File: src/rtl/icache_direct.sv
// rtl/icache_direct.sv - direct-mapped, one-word-per-block instruction cache
// Zero-cycle hits; misses fill from the memory controller through a latched miss address.
module icache_direct #(
  parameter int SETS  = 16,
  parameter int IDX_W = 4
) (
  input  logic        CLK,
  input  logic        nRST,
  input  logic        imemREN,
  input  logic [31:0] imemaddr,
  output logic        ihit,
  output logic [31:0] imemload,
  output logic        iREN,
  output logic [31:0] iaddr,
  input  logic        iwait,
  input  logic [31:0] iload
);

  localparam int TAG_W = 30 - IDX_W;

  typedef enum logic {IDLE, FILL} state_t;

  state_t state, next_state;

  logic [SETS-1:0]  valid;
  logic [TAG_W-1:0] tag_mem  [SETS];
  logic [31:0]      data_mem [SETS];

  logic [29:0]      miss_addr;
  logic             miss_latch;
  logic             fill_we;

  logic [IDX_W-1:0] req_idx;
  logic [TAG_W-1:0] req_tag;
  logic [IDX_W-1:0] fill_idx;
  logic [TAG_W-1:0] fill_tag;
  logic             tag_hit;
  logic             unused_offset;

  assign req_idx       = imemaddr[IDX_W+1:2];
  assign req_tag       = imemaddr[31:IDX_W+2];
  assign fill_idx      = miss_addr[IDX_W-1:0];
  assign fill_tag      = miss_addr[29:IDX_W];
  assign tag_hit       = valid[req_idx] && (tag_mem[req_idx] == req_tag);
  assign unused_offset = ^imemaddr[1:0];

  always_ff @(posedge CLK or negedge nRST) begin
    if (!nRST) begin
      state <= IDLE;
    end else begin
      state <= next_state;
    end
  end

  always_comb begin
    next_state = state;
    ihit       = 1'b0;
    imemload   = 32'h0;
    iREN       = 1'b0;
    iaddr      = 32'h0;
    fill_we    = 1'b0;
    miss_latch = 1'b0;
    case (state)
      IDLE: begin
        if (imemREN) begin
          if (tag_hit) begin
            ihit     = 1'b1;
            imemload = data_mem[req_idx];
          end else begin
            miss_latch = 1'b1;
            next_state = FILL;
          end
        end
      end
      FILL: begin
        // The fill always targets the latched address, whatever the datapath does meanwhile.
        iREN  = 1'b1;
        iaddr = {miss_addr, 2'b00};
        if (!iwait) begin
          fill_we    = 1'b1;
          next_state = IDLE;
        end
      end
      default: next_state = IDLE;
    endcase
  end

  always_ff @(posedge CLK or negedge nRST) begin
    if (!nRST) begin
      miss_addr <= 30'h0;
    end else if (miss_latch) begin
      miss_addr <= imemaddr[31:2];
    end
  end

  always_ff @(posedge CLK or negedge nRST) begin
    if (!nRST) begin
      valid <= '0;
    end else if (fill_we) begin
      valid[fill_idx] <= 1'b1;
    end
  end

  // Tag and data are only observable through valid, so they carry no reset.
  always_ff @(posedge CLK) begin
    if (fill_we) begin
      tag_mem[fill_idx]  <= fill_tag;
      data_mem[fill_idx] <= iload;
    end
  end

endmodule

File: config.mk
export PLATFORM = sky130hd
export DESIGN_NAME = icache_direct
export DESIGN_NICKNAME = d
export VERILOG_FILES = /design/src/rtl/icache_direct.sv
export SDC_FILE = /design/constraint.sdc
export NUM_CORES = 1
export LEC_CHECK = 0
export CAP_MARGIN = 20
export CORE_MARGIN = 1
export CORE_UTILIZATION = 64
export CTS_CLUSTER_SIZE = 40
export DETAILED_ROUTE_END_ITERATION = 8
export GPL_TIMING_DRIVEN = 0
export MAX_ROUTING_LAYER = met4
export PLACE_DENSITY_LB_ADDON = 0.2
export REMOVE_ABC_BUFFERS = 1
export SYNTH_ARGS = -nofsm -noshare
export SYNTH_HDL_FRONTEND = slang
export SYNTH_SLANG_ARGS = --single-unit
File: constraint.sdc
create_clock -name CLK -period 15.95 [get_ports CLK]
set_clock_uncertainty 0.2 [all_clocks]
set_input_delay 4.785 -clock CLK [delete_from_list [all_inputs] [get_ports CLK]]
set_output_delay 4.785 -clock CLK [all_outputs]
set_load 0.05 [all_outputs]
==> metrics.csv <==
stage;metric;value;unit
worst_setup_path;worst reg2reg path depth;9;
placed_design;Final Wtd Congestion;0.712;
die;Die Width;245;µm
clock_network;clk slew on worst S/H paths;0.06;ns
power_and_ir_drop;switching power;1.28;mW
cells_and_area;post-layout net count;1937;
cells_and_area;Synth-to-Final Area Change;17.1;%
placed_design;placed cells;2540;
power_and_ir_drop;Int Pwr;4.42;mW
yosys;Cells after Synth;1647;
power_and_ir_drop;Logic pwr share;8.2;%
yosys;sequential share of the synthesized area;76.9;%
timing;RSZ-0062 raised after global routing;no;
yosys;most numerous cell in the Yosys netlist;edfxtp_1;
timing;period utilisation layout;97.8;%
yosys;share of the synthesized area in the top cell type;73.8;%
global_route;first-pass GRT wire length;127;mm
worst_setup_path;Worst path max stage delay;0.85;ns
placed_design;Port Buffers;129;
worst_setup_path;CP Launch Type;primary input;
power_and_ir_drop;Clock power frac;38.1;%
worst_setup_path;Crit path top cell by count;buf_8;
timing;Max Clk Rate;64.1;MHz
min_path;Hold WC Path Type;flop to flop;
power_and_ir_drop;leak pwr;14.2;nW
power_and_ir_drop;overall power;5.71;mW
clock_network;clock buffer depth;3;
placed_design;DP HPWL;48.3;mm
clock_network;# clock sinks;975;
clock_network;Num CTS Buffers;92;
power_and_ir_drop;sw frac;22.5;%
yosys;#FFs+latches synth;975;
cells_and_area;Non-Filler Instances;2715;
drt;DR WL/cell;31.8;µm
drt;Routed Antenna Nets;0;
die;full die area;0.0600;mm²
clock_network;CTS H-tree depth;3;
global_route;antenna violations before repair;2;
min_path;worst hold start;valid[9];
cells_and_area;layout cells sized above 1;28.5;%
global_route;total track usage;31.0;%
min_path;WHS Path Cells;1;
yosys;Synth top cells by count;edfxtp_1, mux4_2, dfrtp_1;
worst_setup_path;Crit. End Element;output pin;
drt;Via density;6.68;
power_and_ir_drop;Power Dens Cells;129;mW/mm²
global_route;GR Overflow Total;0;
timing;Max Slew Vio Count;0;
power_and_ir_drop;VDD IR max;0.0846;mV
global_route;largest net degree at the start of global routing;98;
worst_setup_path;Arrival @ worst endpoint;10.61;ns
global_route;vias in the first global route;19265;
worst_setup_path;r2r startpoint;tag_mem[0][25];
clock_network;CTS Root Cell;clkbuf_16;
timing;Hold Vio Cnt, Final;0;
worst_setup_path;Crit. Startpoint;imemaddr[2];
yosys;Async SR Flop Fraction;4.82;%
clock_network;Resize count post-CTS;0;
drt;DRC;0;
timing;Worst slew margin;32.8;%
clock_network;Clock Latency Late Sink;0.65;ns
power_and_ir_drop;sequential power share;53.7;%
yosys;EDFF count, synth;928;
worst_setup_path;CP max stage cell;nand4b_1;
drt;1st-pass router iterations;6;
timing;final setup fails;0;
clock_network;Hold Buf Count CTS;0;
cells_and_area;area of the multi-input gates;0.00842;mm²
yosys;synth unique cells;48;
yosys;Syn Area/Cell;22.9;µm²
die;Starting Density;65.1;%
yosys;Ys Warns;0;
worst_setup_path;CP cell instances;buf_8 -> buf_16 -> buf_16 -> mux4_2 -> mux4_2 -> xnor2_1 -> o211ai_1 -> a211oi_1 -> nand4b_1 -> buf_8 -> buf_8 -> nor2b_1 -> clkdlybuf4s50_1;
drt;vias;18149;
die;CORE AREA;0.0580;mm²
run;max_cap viols;0;
run_status;status;finished clean;
yosys;Mapped Area;0.0378;mm²
timing;Worst Max-Slew Pin Slew;1.01;ns
clock_network;CTS tree;built;
yosys;Post-synth top flop;edfxtp_1;
yosys;Yosys top cell by area;edfxtp_1;
worst_setup_path;crit-path max FO;80;
clock_network;postcts setup bufs;0;
drt;Post-Route WL;86.5;mm
yosys;Synth area leaders;edfxtp_1, mux4_2, dfrtp_1, mux2_4, mux2i_1;
worst_setup_path;Crit path required time;10.97;ns
die;die height;245;µm
drt;initial DRC count;1944;
worst_setup_path;kind of critical path;primary input to output pin;
cells_and_area;Storage cell area;0.0290;mm²
cells_and_area;FILL cells;2893;
timing;setup_tns;0;ns
die;num ports;134;
timing;Final min period;15.59;ns
die;row cnt;88;
## critical path: cells and delay by family
| kind | cells | cell delay (ns) |
|---|---|---|
| AND/OR/NAND/NOR | 2 | 1.06 |
| XOR/XNOR | 1 | 0.17 |
| buffers and inverters | 6 | 2.35 |
| multiplexers | 2 | 1.10 |
| AO/OA/AOI/OAI | 2 | 0.92 |
## path summary, 6_finish.rpt
kind | to | slack (ns)
max | imemload[16] | 0.36
max in group asynchronous | miss_addr[15] | 10.94
max reg2reg | miss_addr[20] | 11.80
min reg2reg | valid[9] | 0.28
min in group asynchronous | miss_addr[19] | 3.99
min | valid[9] | 0.28
## logic make-up after synthesis
logic type | after synthesis | share of synthesized area (%)
flip-flops | 975 | 76.9
multiplexers | 333 | 17.7
AND/OR/NAND/NOR | 169 | 2.49
buffers and inverters | 87 | 1.17
AO/OA/AOI/OAI | 47 | 0.957
XOR/XNOR | 35 | 0.811
other | 1 | 0.00993
## final cells by class
type	count	area share, %
timing repair buffer	211	6.26
clock buffer	123	5.82
clock inverter	49	0.993
sequential	975	65.7
inverter	3	0.0311
tap	765	2.16
antenna	3	0.0170
multi-input combinational	586	19.0
## cells in the final DEF (no fill, tap or decap), types with 28 or more instances in the layout
cell type,netlist,layout
clkbuf_16,0,95
dfrtp_1,47,46
mux4_2,255,255
mux2_4,29,29
xnor2_1,28,28
edfxtp_1,928,928
mux2i_1,38,38
clkdlybuf4s50_1,0,124
buf_6,6,30
and2_1,31,31
nor2b_1,39,39
## sequential cells by signal (all words and copies together) (netlist names)
| register | count |
|---|---|
| tag_mem | 416 |
| miss_addr | 30 |
| state | 1 |
| data_mem | 512 |
| valid | 16 |
## through the flow
stage	cell area [µm²]	worst slack [ns]	util [%]	hold WS (ns)
6_report	44200	0.355	76.2	0.276
4_1_cts	44200	0.396	76.2	0.269
3_5_place_dp	41200	0.421	71.0	0.255
2_1_floorplan	37400	1.98	-	0.234
3_3_place_gp	39600	-14.16	68.2	0.245
5_1_grt	44200	0.196	76.2	0.283
## metal layers
metal | track usage, % | wire [µm]
met5 | - | 0
met4 | 11.7 | 2940
met3 | 5.60 | 6570
met2 | 50.8 | 44900
met1 | 39.2 | 32000
## power by group through the flow
stage / clock network (mW) / logic [mW] / registers (mW)
global placement: 0 / 0.502 / 3.11
floorplan: 0 / 0.262 / 3.08
detailed placement: 0 / 0.460 / 3.11
global route: 2.28 / 0.489 / 3.08
finish: 2.17 / 0.467 / 3.07
CTS: 2.19 / 0.469 / 3.06
(Power assumes the default switching activity.)
